<file path="config.mk">
export PLATFORM = sky130hd
export DESIGN_NAME = param_alu
export DESIGN_NICKNAME = d
export VERILOG_FILES = /design/src/rtl/param_alu.sv
export SDC_FILE = /design/constraint.sdc
export NUM_CORES = 1
export LEC_CHECK = 0
export CAP_MARGIN = 5
export CORE_MARGIN = 4
export CORE_UTILIZATION = 55
export DETAILED_ROUTE_END_ITERATION = 12
export GPL_ROUTABILITY_DRIVEN = 0
export GPL_TIMING_DRIVEN = 0
export PLACE_DENSITY = 0.77
export SLEW_MARGIN = 20
export SYNTH_ARGS = -nofsm -noshare
export SYNTH_HDL_FRONTEND = slang
export SYNTH_SLANG_ARGS = --single-unit
</file>
<file path="constraint.sdc">
create_clock -name clk -period 3.7 [get_ports clk]
set_input_delay 0.74 -clock clk [delete_from_list [all_inputs] [get_ports clk]]
set_output_delay 0.74 -clock clk [all_outputs]
set_load 0.1 [all_outputs]
</file>
<file path="src/rtl/param_alu.sv">
// Queued ALU: WIDTH-bit operand pairs go through a DEPTH-entry command FIFO and execute in order.
// Define PARAM_ALU_SUB_EN to enable op 101 (subtract); otherwise 101 is discarded like no_op.
module param_alu #(
    parameter int unsigned WIDTH      = 8,
    parameter int unsigned DEPTH      = 4,
    parameter int unsigned MUL_CYCLES = 3
) (
    input  logic                 clk,
    input  logic                 reset,
    input  logic [WIDTH-1:0]     A,
    input  logic [WIDTH-1:0]     B,
    input  logic [2:0]           op,
    input  logic                 start,
    output logic                 ready,
    output logic                 done,
    output logic [2*WIDTH-1:0]   result,
    output logic                 busy
);

    localparam int unsigned RW  = 2 * WIDTH;
    localparam int unsigned PW  = (DEPTH > 1) ? $clog2(DEPTH) : 1;
    localparam int unsigned CW  = $clog2(DEPTH + 1);
    localparam int unsigned MCW = (MUL_CYCLES > 1) ? $clog2(MUL_CYCLES) : 1;

    localparam logic [2:0] OP_ADD = 3'b001;
    localparam logic [2:0] OP_AND = 3'b010;
    localparam logic [2:0] OP_XOR = 3'b011;
    localparam logic [2:0] OP_MUL = 3'b100;
    localparam logic [2:0] OP_SUB = 3'b101;
    localparam logic [2:0] OP_RST = 3'b111;

    typedef struct packed {
        logic [WIDTH-1:0] a;
        logic [WIDTH-1:0] b;
        logic [2:0]       op;
    } cmd_t;

    typedef enum logic [1:0] {S_IDLE, S_EXEC, S_MUL, S_DONE} state_t;

    cmd_t             fifo_mem [DEPTH];
    logic [PW-1:0]    wr_ptr;
    logic [PW-1:0]    rd_ptr;
    logic [CW-1:0]    count;
    logic [CW-1:0]    count_next;
    state_t           state;
    cmd_t             cur;
    logic [MCW-1:0]   mul_cnt;
    logic             op_queued;
    logic             rst_op;
    logic             push;
    logic             pop;

    // Only opcodes that produce a result occupy a FIFO slot.
    always_comb begin
        op_queued = 1'b0;
        case (op)
            OP_ADD, OP_AND, OP_XOR, OP_MUL: op_queued = 1'b1;
`ifdef PARAM_ALU_SUB_EN
            OP_SUB:                         op_queued = 1'b1;
`endif
            default:                        op_queued = 1'b0;
        endcase
    end

    assign rst_op     = start && (op == OP_RST);
    assign push       = start && ready && op_queued;
    assign pop        = ((state == S_IDLE) || (state == S_DONE)) && (count != '0);
    assign count_next = count + CW'(push) - CW'(pop);

    function automatic logic [RW-1:0] alu_exec(input cmd_t c);
        logic [RW-1:0] r;
        r = '0;
        case (c.op)
            OP_ADD:  r = RW'(c.a) + RW'(c.b);
            OP_AND:  r = RW'(c.a & c.b);
            OP_XOR:  r = RW'(c.a ^ c.b);
`ifdef PARAM_ALU_SUB_EN
            OP_SUB:  r = RW'(c.a) - RW'(c.b);
`endif
            default: r = '0;
        endcase
        return r;
    endfunction

    always_ff @(posedge clk) begin
        if (push && !reset) begin
            fifo_mem[wr_ptr] <= cmd_t'{a: A, b: B, op: op};
        end
    end

    // Control FSM; reset and rst_op share the clear path, only ready differs.
    always_ff @(posedge clk) begin
        if (reset || rst_op) begin
            wr_ptr  <= '0;
            rd_ptr  <= '0;
            count   <= '0;
            state   <= S_IDLE;
            cur     <= '0;
            mul_cnt <= '0;
            done    <= 1'b0;
            result  <= '0;
            busy    <= 1'b0;
            ready   <= !reset;
        end else begin
            done  <= 1'b0;
            count <= count_next;
            ready <= (count_next != CW'(DEPTH));
            busy  <= pop || (state == S_EXEC) || (state == S_MUL) || (count_next != '0);
            if (push) begin
                wr_ptr <= wr_ptr + PW'(1);
            end
            if (pop) begin
                rd_ptr <= rd_ptr + PW'(1);
            end
            case (state)
                S_IDLE, S_DONE: begin
                    if (pop) begin
                        cur <= fifo_mem[rd_ptr];
                        if (fifo_mem[rd_ptr].op == OP_MUL) begin
                            state   <= S_MUL;
                            mul_cnt <= MCW'(MUL_CYCLES - 1);
                        end else begin
                            state <= S_EXEC;
                        end
                    end else begin
                        state <= S_IDLE;
                    end
                end
                S_EXEC: begin
                    result <= alu_exec(cur);
                    done   <= 1'b1;
                    state  <= S_DONE;
                end
                S_MUL: begin
                    if (mul_cnt == '0) begin
                        result <= RW'(cur.a) * RW'(cur.b);
                        done   <= 1'b1;
                        state  <= S_DONE;
                    end else begin
                        mul_cnt <= mul_cnt - MCW'(1);
                    end
                end
                default: state <= S_IDLE;
            endcase
        end
    end

endmodule

</file>
==> results.sh, run 1 <==
export IMPL_clkLatencyLatePin_ns=0.42
export IMPL_dp_hpwl_um=11200
export IMPL_fmax_mhz=247
export IMPL_yosysWarnings=0
export IMPL_timing_final_crit_share=1.10
export IMPL_relSlewSlack=0.321
export IMPL_fp_coreArea_um2=12800
export IMPL_diodes=0
export IMPL_critPathMaxStageDelay_ns=0.51
export IMPL_synth_cells=638
export IMPL_viasPerCell=5.78
export IMPL_dieHeight_um=123
export IMPL_first_global_vias=5532
export IMPL_layout_commonest_cell="edfxtp_1"
export IMPL_gr_usage_all_layers=0.240
export IMPL_area_growth_pct=27.1
export IMPL_worstHoldPathType="reg -> reg"
export IMPL_final_cell_mix="76 x edfxtp_1, 69 x nand2_1, 56 x inv_1"
export IMPL_dieArea_um2=15200
export IMPL_grt_pass1_wl_um=27600
export IMPL_synth_ff_type="edfxtp_1"
export IMPL_async_reset_ff_frac=0
export IMPL_drive_above_1_share=0.226
export IMPL_start_util=0.571
export IMPL_start_kind="flop"
export IMPL_path_max_fanout=7
export IMPL_setup_viol=10
export IMPL_critPathSlowestCell="fa_1"
export IMPL_synth_edff_count=76
export IMPL_wl_um=17200
export IMPL_numClockSinks=127
export IMPL_drt_iter0_drc=377
export IMPL_numCtsBuffers=17
export IMPL_end_kind="flop"
export IMPL_syn_avg_cell_area_um2=11.5
export IMPL_synth_fp_nets=751
export IMPL_violations="negative setup slack"
export IMPL_ys_seq_area_frac=0.451
export IMPL_seqCellArea_um2=3360
export IMPL_finalCriticalPeriod_ns=4.05
export IMPL_clockBufferDepth=2
export IMPL_worstPathArrival_ns=4.35
export IMPL_clk_pin_slew_ns=0.06
export IMPL_cts_tree="built"
export IMPL_fin_ws_ns=-0.352
export IMPL_powerDensity_nw_per_um2=665
export IMPL_htree_levels=4
export IMPL_maxCapViolations=0
export IMPL_status="finished, violations left"
export IMPL_hold_viol=0
export IMPL_drcViolationCount=0
export IMPL_grt_antenna_before_repair=0
export IMPL_final_setup_skew_ns=0.00866
export IMPL_path_cells="buf_4, ha_4, fa_1, fa_1, fa_1, ha_1, ha_4, a21oi_4, o21ai_1, or3_1, o22ai_2, xnor2_1, a22o_1"
export IMPL_peakVddDrop_v=0.000426
export IMPL_yosysUniqueCellTypes=52
export IMPL_rsz0062_at_grt="yes"
export IMPL_first_pass_iters=5
export IMPL_ant_nets=0
export IMPL_port_buffer_count=40
export IMPL_grt_ovfl_total=0
export IMPL_fill_cells=853
export IMPL_p_leak_nw=3.72
export IMPL_cts_root_buf="clkbuf_16"
export IMPL_crit_top_cell="fa_1"
export IMPL_multi_input_area_um2=4070
export IMPL_row_count=41
export IMPL_pin_count=41
export IMPL_cp_required_ns=4.00
export IMPL_grt_max_degree=20
export IMPL_slew_viol_final=0
export IMPL_nets=843
export IMPL_dp_slack_ns=-0.437
export IMPL_critPathKind="reg -> reg"
export IMPL_synth_seq_cells=127
export IMPL_vias=5286
export IMPL_syn_area_um2=7330
export IMPL_avgRoutedWirePerCell_um=18.8
export IMPL_tns_ns=-2.32
export IMPL_die_x_um=123
export IMPL_worst_pin_slew_ns=1.02
==> through the flow <==
step / total power [W] / cells / instance area (um2) / hold slack [ns] / util
4_1_cts: 0.00609 / 910 / 9130 / 0.482 / 0.712
3_3_place_gp: 0.00389 / 850 / 8060 / 0.466 / 0.629
3_5_place_dp: 0.00397 / 850 / 8060 / 0.469 / 0.629
6_report: 0.00619 / 915 / 9310 / 0.481 / 0.726
5_1_grt: 0.00653 / 915 / 9310 / 0.508 / 0.726
2_1_floorplan: 0.00339 / 638 / 7450 / 0.455 / -
==> cells in the mapped netlist (3+ instances only) <==
cell,instances,area [um2]
edfxtp_1,76,2280
nand2_1,74,278
inv_1,66,248
ha_1,53,663
and2_1,52,325
dfxtp_1,51,1020
fa_1,38,761
a21oi_1,33,165
nor2_1,32,120
o21ai_0,20,100
clkbuf_1,15,56.3
mux4_2,13,293
xnor2_1,13,114
a22oi_1,7,52.6
a31oi_1,6,37.5
mux2_2,6,67.6
mux4_1,6,158
nand2b_1,6,37.5
nand3_1,6,30.0
a21o_1,5,37.5
a22o_1,4,35.0
mux2i_1,4,40.0
o211ai_1,4,30.0
xor2_1,4,35.0
nor3b_1,3,22.5
o21bai_1,3,22.5
==> worst paths after layout <==
check                                start          to  slack [ns]  depth (start not counted)
worst min-delay path            result[14]  result[14]        0.48                          1
worst max-delay path               cur[16]  result[15]       -0.35                         13
worst min register to register  result[14]  result[14]        0.48                          1
worst max register to register     cur[16]  result[15]       -0.35                         13
==> layout make-up <==
| cell class | instances | share of cell area |
|---|---|---|
| Multi-Input combinational cell | 426 | 0.437 |
| Sequential cell | 127 | 0.360 |
| Timing Repair Buffer | 73 | 0.0744 |
| Clock buffer | 19 | 0.0476 |
| Inverter | 66 | 0.0266 |
| Tap cell | 172 | 0.0231 |
| Clock inverter | 13 | 0.0227 |
| Buffer | 19 | 0.00860 |
==> cell families after synthesis <==
family	after synthesis	share of synthesized area
flops	127	0.451
compound gates	105	0.0931
simple gates	184	0.121
mux	29	0.0761
buf+inv	85	0.0447
xor+xnor	17	0.0203
fa+ha+maj	91	0.194
==> layer usage <==
metal	global-route usage	routed length [um]	up-vias
met5	0	0	-
met4	0.0830	427	0
met3	0.0549	897	33
met2	0.416	9010	173
met1	0.295	6900	2649
li1	-	-	2431
==> flip-flops by register name, summed over array words and instances, names as in the netlist, named ones only <==
signal    cells
done          1
busy          1
ready         1
mul_cnt       2
cur          19
fifo_mem     76
wr_ptr        2
result       16
state         2
count         3
rd_ptr        2
==> where the power goes <==
part / internal (W) / switching [W] / total, W
Sequential: 0.00170 / 0.000238 / 0.00194
Combinational: 0.00100 / 0.00143 / 0.00244
Clock: 0.00122 / 0.000607 / 0.00182
Total: 0.00392 / 0.00228 / 0.00619
==> repair_timing <==
item                                    4_1_cts  5_1_grt
pin swaps                                    41       29
endpoints found under the setup margin        9       11
gates resized for setup                      49       33
setup buffers                                28        5
hold buffers                                  0        0
==> worst max-delay path: cells and delay by family, from the launching register on <==
kind / cells / cell delay, ns
AO/OA/AOI/OAI: 4 / 0.63
XOR/XNOR: 1 / 0.08
adder cells (fa/ha/maj): 6 / 2.31
buffers and inverters: 1 / 0.17
flip-flops: 1 / 0.37
AND/OR/NAND/NOR: 1 / 0.38
Note: power is estimated with default switching activity, not from simulation.
==> run 2: changes to the inputs <==
--- a/config.mk
+++ b/config.mk
@@ -6,13 +6,16 @@
 export NUM_CORES = 1
 export LEC_CHECK = 0
 export CAP_MARGIN = 5
+export CELL_PAD_IN_SITES_DETAIL_PLACEMENT = 1
+export CELL_PAD_IN_SITES_GLOBAL_PLACEMENT = 1
 export CORE_MARGIN = 4
-export CORE_UTILIZATION = 55
+export CORE_UTILIZATION = 44
 export DETAILED_ROUTE_END_ITERATION = 12
 export GPL_ROUTABILITY_DRIVEN = 0
 export GPL_TIMING_DRIVEN = 0
-export PLACE_DENSITY = 0.77
+export PLACE_DENSITY_LB_ADDON = 0.1
 export SLEW_MARGIN = 20
 export SYNTH_ARGS = -nofsm -noshare
 export SYNTH_HDL_FRONTEND = slang
 export SYNTH_SLANG_ARGS = --single-unit
+export TNS_END_PERCENT = 50
==> run 2 against run 1 <==
Flip-flop and latch count stayed put. The run still ends with negative setup slack left. Final area shrank 1.6%. Worst hold slack about the same. Cell count is 3.9% higher. Setup slack better by 0.066 ns. Count of clock-buffer cells in the layout decreased by 2. Largest power group unchanged. Sequential power about the same. Utilization fell by 16 points. Non-clock buffer count is 8 lower. Largest cell class unchanged.
==> results.sh, run 2 (synthesized netlist as in run 1, its figures left out) <==
export IMPL_status="finished, violations left"
export IMPL_violations="negative setup slack"
export IMPL_cts_tree="built"
export IMPL_rsz0062_at_grt="yes"
export IMPL_fmax_mhz=251
export IMPL_powerDensity_nw_per_um2=649
export IMPL_drive_above_1_share=0.211
export IMPL_row_count=46
export IMPL_setup_viol=8
export IMPL_fp_coreArea_um2=16100
export IMPL_slew_viol_final=0
export IMPL_grt_ovfl_total=0
export IMPL_port_buffer_count=40
export IMPL_grt_max_degree=20
export IMPL_avgRoutedWirePerCell_um=19.8
export IMPL_vias=5112
export IMPL_grt_pass1_wl_um=30700
export IMPL_drcViolationCount=0
export IMPL_clk_pin_slew_ns=0.06
export IMPL_end_kind="flop"
export IMPL_viasPerCell=5.38
export IMPL_worst_pin_slew_ns=1.04
export IMPL_start_kind="flop"
export IMPL_maxCapViolations=0
export IMPL_relSlewSlack=0.306
export IMPL_timing_final_crit_share=1.08
export IMPL_diodes=0
export IMPL_seq_power_share=0.330
export IMPL_first_pass_iters=4
export IMPL_layout_commonest_cell="edfxtp_1"
export IMPL_clockBufferDepth=2
export IMPL_first_global_vias=5850
export IMPL_dieHeight_um=137
export IMPL_ant_nets=0
export IMPL_p_leak_nw=3.61
export IMPL_fin_cells=951
export IMPL_gr_usage_all_layers=0.217
export IMPL_drt_iter0_drc=160
export IMPL_die_x_um=137
export IMPL_hold_viol=0
export IMPL_largest_register_ffs=76
export IMPL_cts_root_buf="clkbuf_16"
export IMPL_regToRegSetupSlack_ns=-0.29
export IMPL_fin_ws_ns=-0.286
export IMPL_start_util=0.455
export IMPL_fill_cells=1626
export IMPL_path_max_fanout=6
export IMPL_p_comb_frac=0.394
export IMPL_grt_antenna_before_repair=0
export IMPL_fin_util=0.569
export IMPL_numClockSinks=127
export IMPL_htree_levels=4
export IMPL_intPower_w=0.00364
export IMPL_dp_hpwl_um=13400
export IMPL_finalCriticalPeriod_ns=3.99
export IMPL_peakVddDrop_v=0.000372
export IMPL_numCtsBuffers=17
export IMPL_nets=835
export IMPL_final_setup_skew_ns=0.0114
export IMPL_clkLatencyLatePin_ns=0.42
export IMPL_switchingPower_w=0.00231
export IMPL_worstPathArrival_ns=4.29
export IMPL_sw_frac_of_total=0.388
export IMPL_area_growth_pct=25.0
export IMPL_wl_um=18800
export IMPL_pin_count=41
export IMPL_regMostFlops="fifo_mem"
export IMPL_place_inst=894
export IMPL_largestRegisters="fifo_mem: 76 flops, cur: 19 flops, result: 16 flops"
export IMPL_clockPowerShare=0.277
export IMPL_tns_ns=-1.65
export IMPL_final_cell_mix="76 x edfxtp_1, 68 x nand2_1, 59 x inv_1"
export IMPL_cp_required_ns=4.01
export IMPL_worstHoldPathType="reg -> reg"
export IMPL_dieArea_um2=18800
export IMPL_critPathKind="reg -> reg"
==> run 2: cell count changes in the layout (fill, tap and decap cells not counted), moves of 3 or more <==
cell,change
and2_1,-3
bufinv_16,-3
and2_4,+3
buf_6,-4
inv_2,-3
inv_1,+3
==> run 2: metrics by stage <==
stage | area (um2) | worst slack (ns) | total power (W) | hold WS (ns)
after floorplan | 7450 | -0.0393 | 0.00339 | 0.455
after global placement | 8120 | -0.494 | 0.00397 | 0.467
after detailed placement | 8120 | -0.524 | 0.00405 | 0.473
after CTS | 9050 | -0.273 | 0.00592 | 0.488
after global routing | 9160 | -0.402 | 0.00632 | 0.500
final | 9160 | -0.286 | 0.00595 | 0.481
==> run 2: power groups by stage <==
stage | combinational, W | clock (W) | sequential (W)
4_1_cts | 0.00229 | 0.00168 | 0.00196
3_5_place_dp | 0.00205 | 0 | 0.00200
6_report | 0.00234 | 0.00165 | 0.00196
2_1_floorplan | 0.00132 | 0 | 0.00207
3_3_place_gp | 0.00199 | 0 | 0.00198
5_1_grt | 0.00258 | 0.00176 | 0.00199
==> run 2: layout make-up <==
class | count | area (um2) | area share
clock inverters | 15 | 161 | 0.0176
repair buffers | 65 | 593 | 0.0647
well taps | 216 | 270 | 0.0295
multi-input cells | 426 | 4030 | 0.440
clock buffers | 17 | 425 | 0.0464
plain buffers | 19 | 80.1 | 0.00874
flip-flops and latches | 127 | 3360 | 0.366
inverters | 66 | 248 | 0.0270
==> run 2: per-layer routing <==
| layer | global-route usage | share of wire |
|---|---|---|
| met1 | 0.259 | 0.42 |
| met2 | 0.403 | 0.54 |
| met3 | 0.0401 | 0.026 |
| met4 | 0.0532 | 0.012 |
| met5 | 0 | 0 |
==> run 2: critical path, cell delays in order, from the launching register on <==
cell	delay [ns]
dfxtp_4	0.38
ha_2	0.22
fa_1	0.52
fa_2	0.45
fa_1	0.50
inv_1	0.05
fa_1	0.49
inv_2	0.04
ha_4	0.28
o211ai_1	0.10
a21o_1	0.23
and2_4	0.17
o21ai_4	0.13
xor2_1	0.08
a32o_1	0.21
==> run 2: path summary, 6_finish.rpt <==
path | startpoint | to | depth (start not counted)
worst min register to register | result[14] | result[14] | 1
worst max-delay path | cur[7] | result[11] | 14
worst max register to register | cur[7] | result[11] | 14
worst min-delay path | result[14] | result[14] | 1
==> run 2: repair_timing <==
item | 4_1_cts | 5_1_grt
endpoints found under the setup margin | 10 | 10
setup buffers | 24 | 1
resized for setup | 46 | 19
hold buffers | 0 | 0
pin swaps | 37 | 15
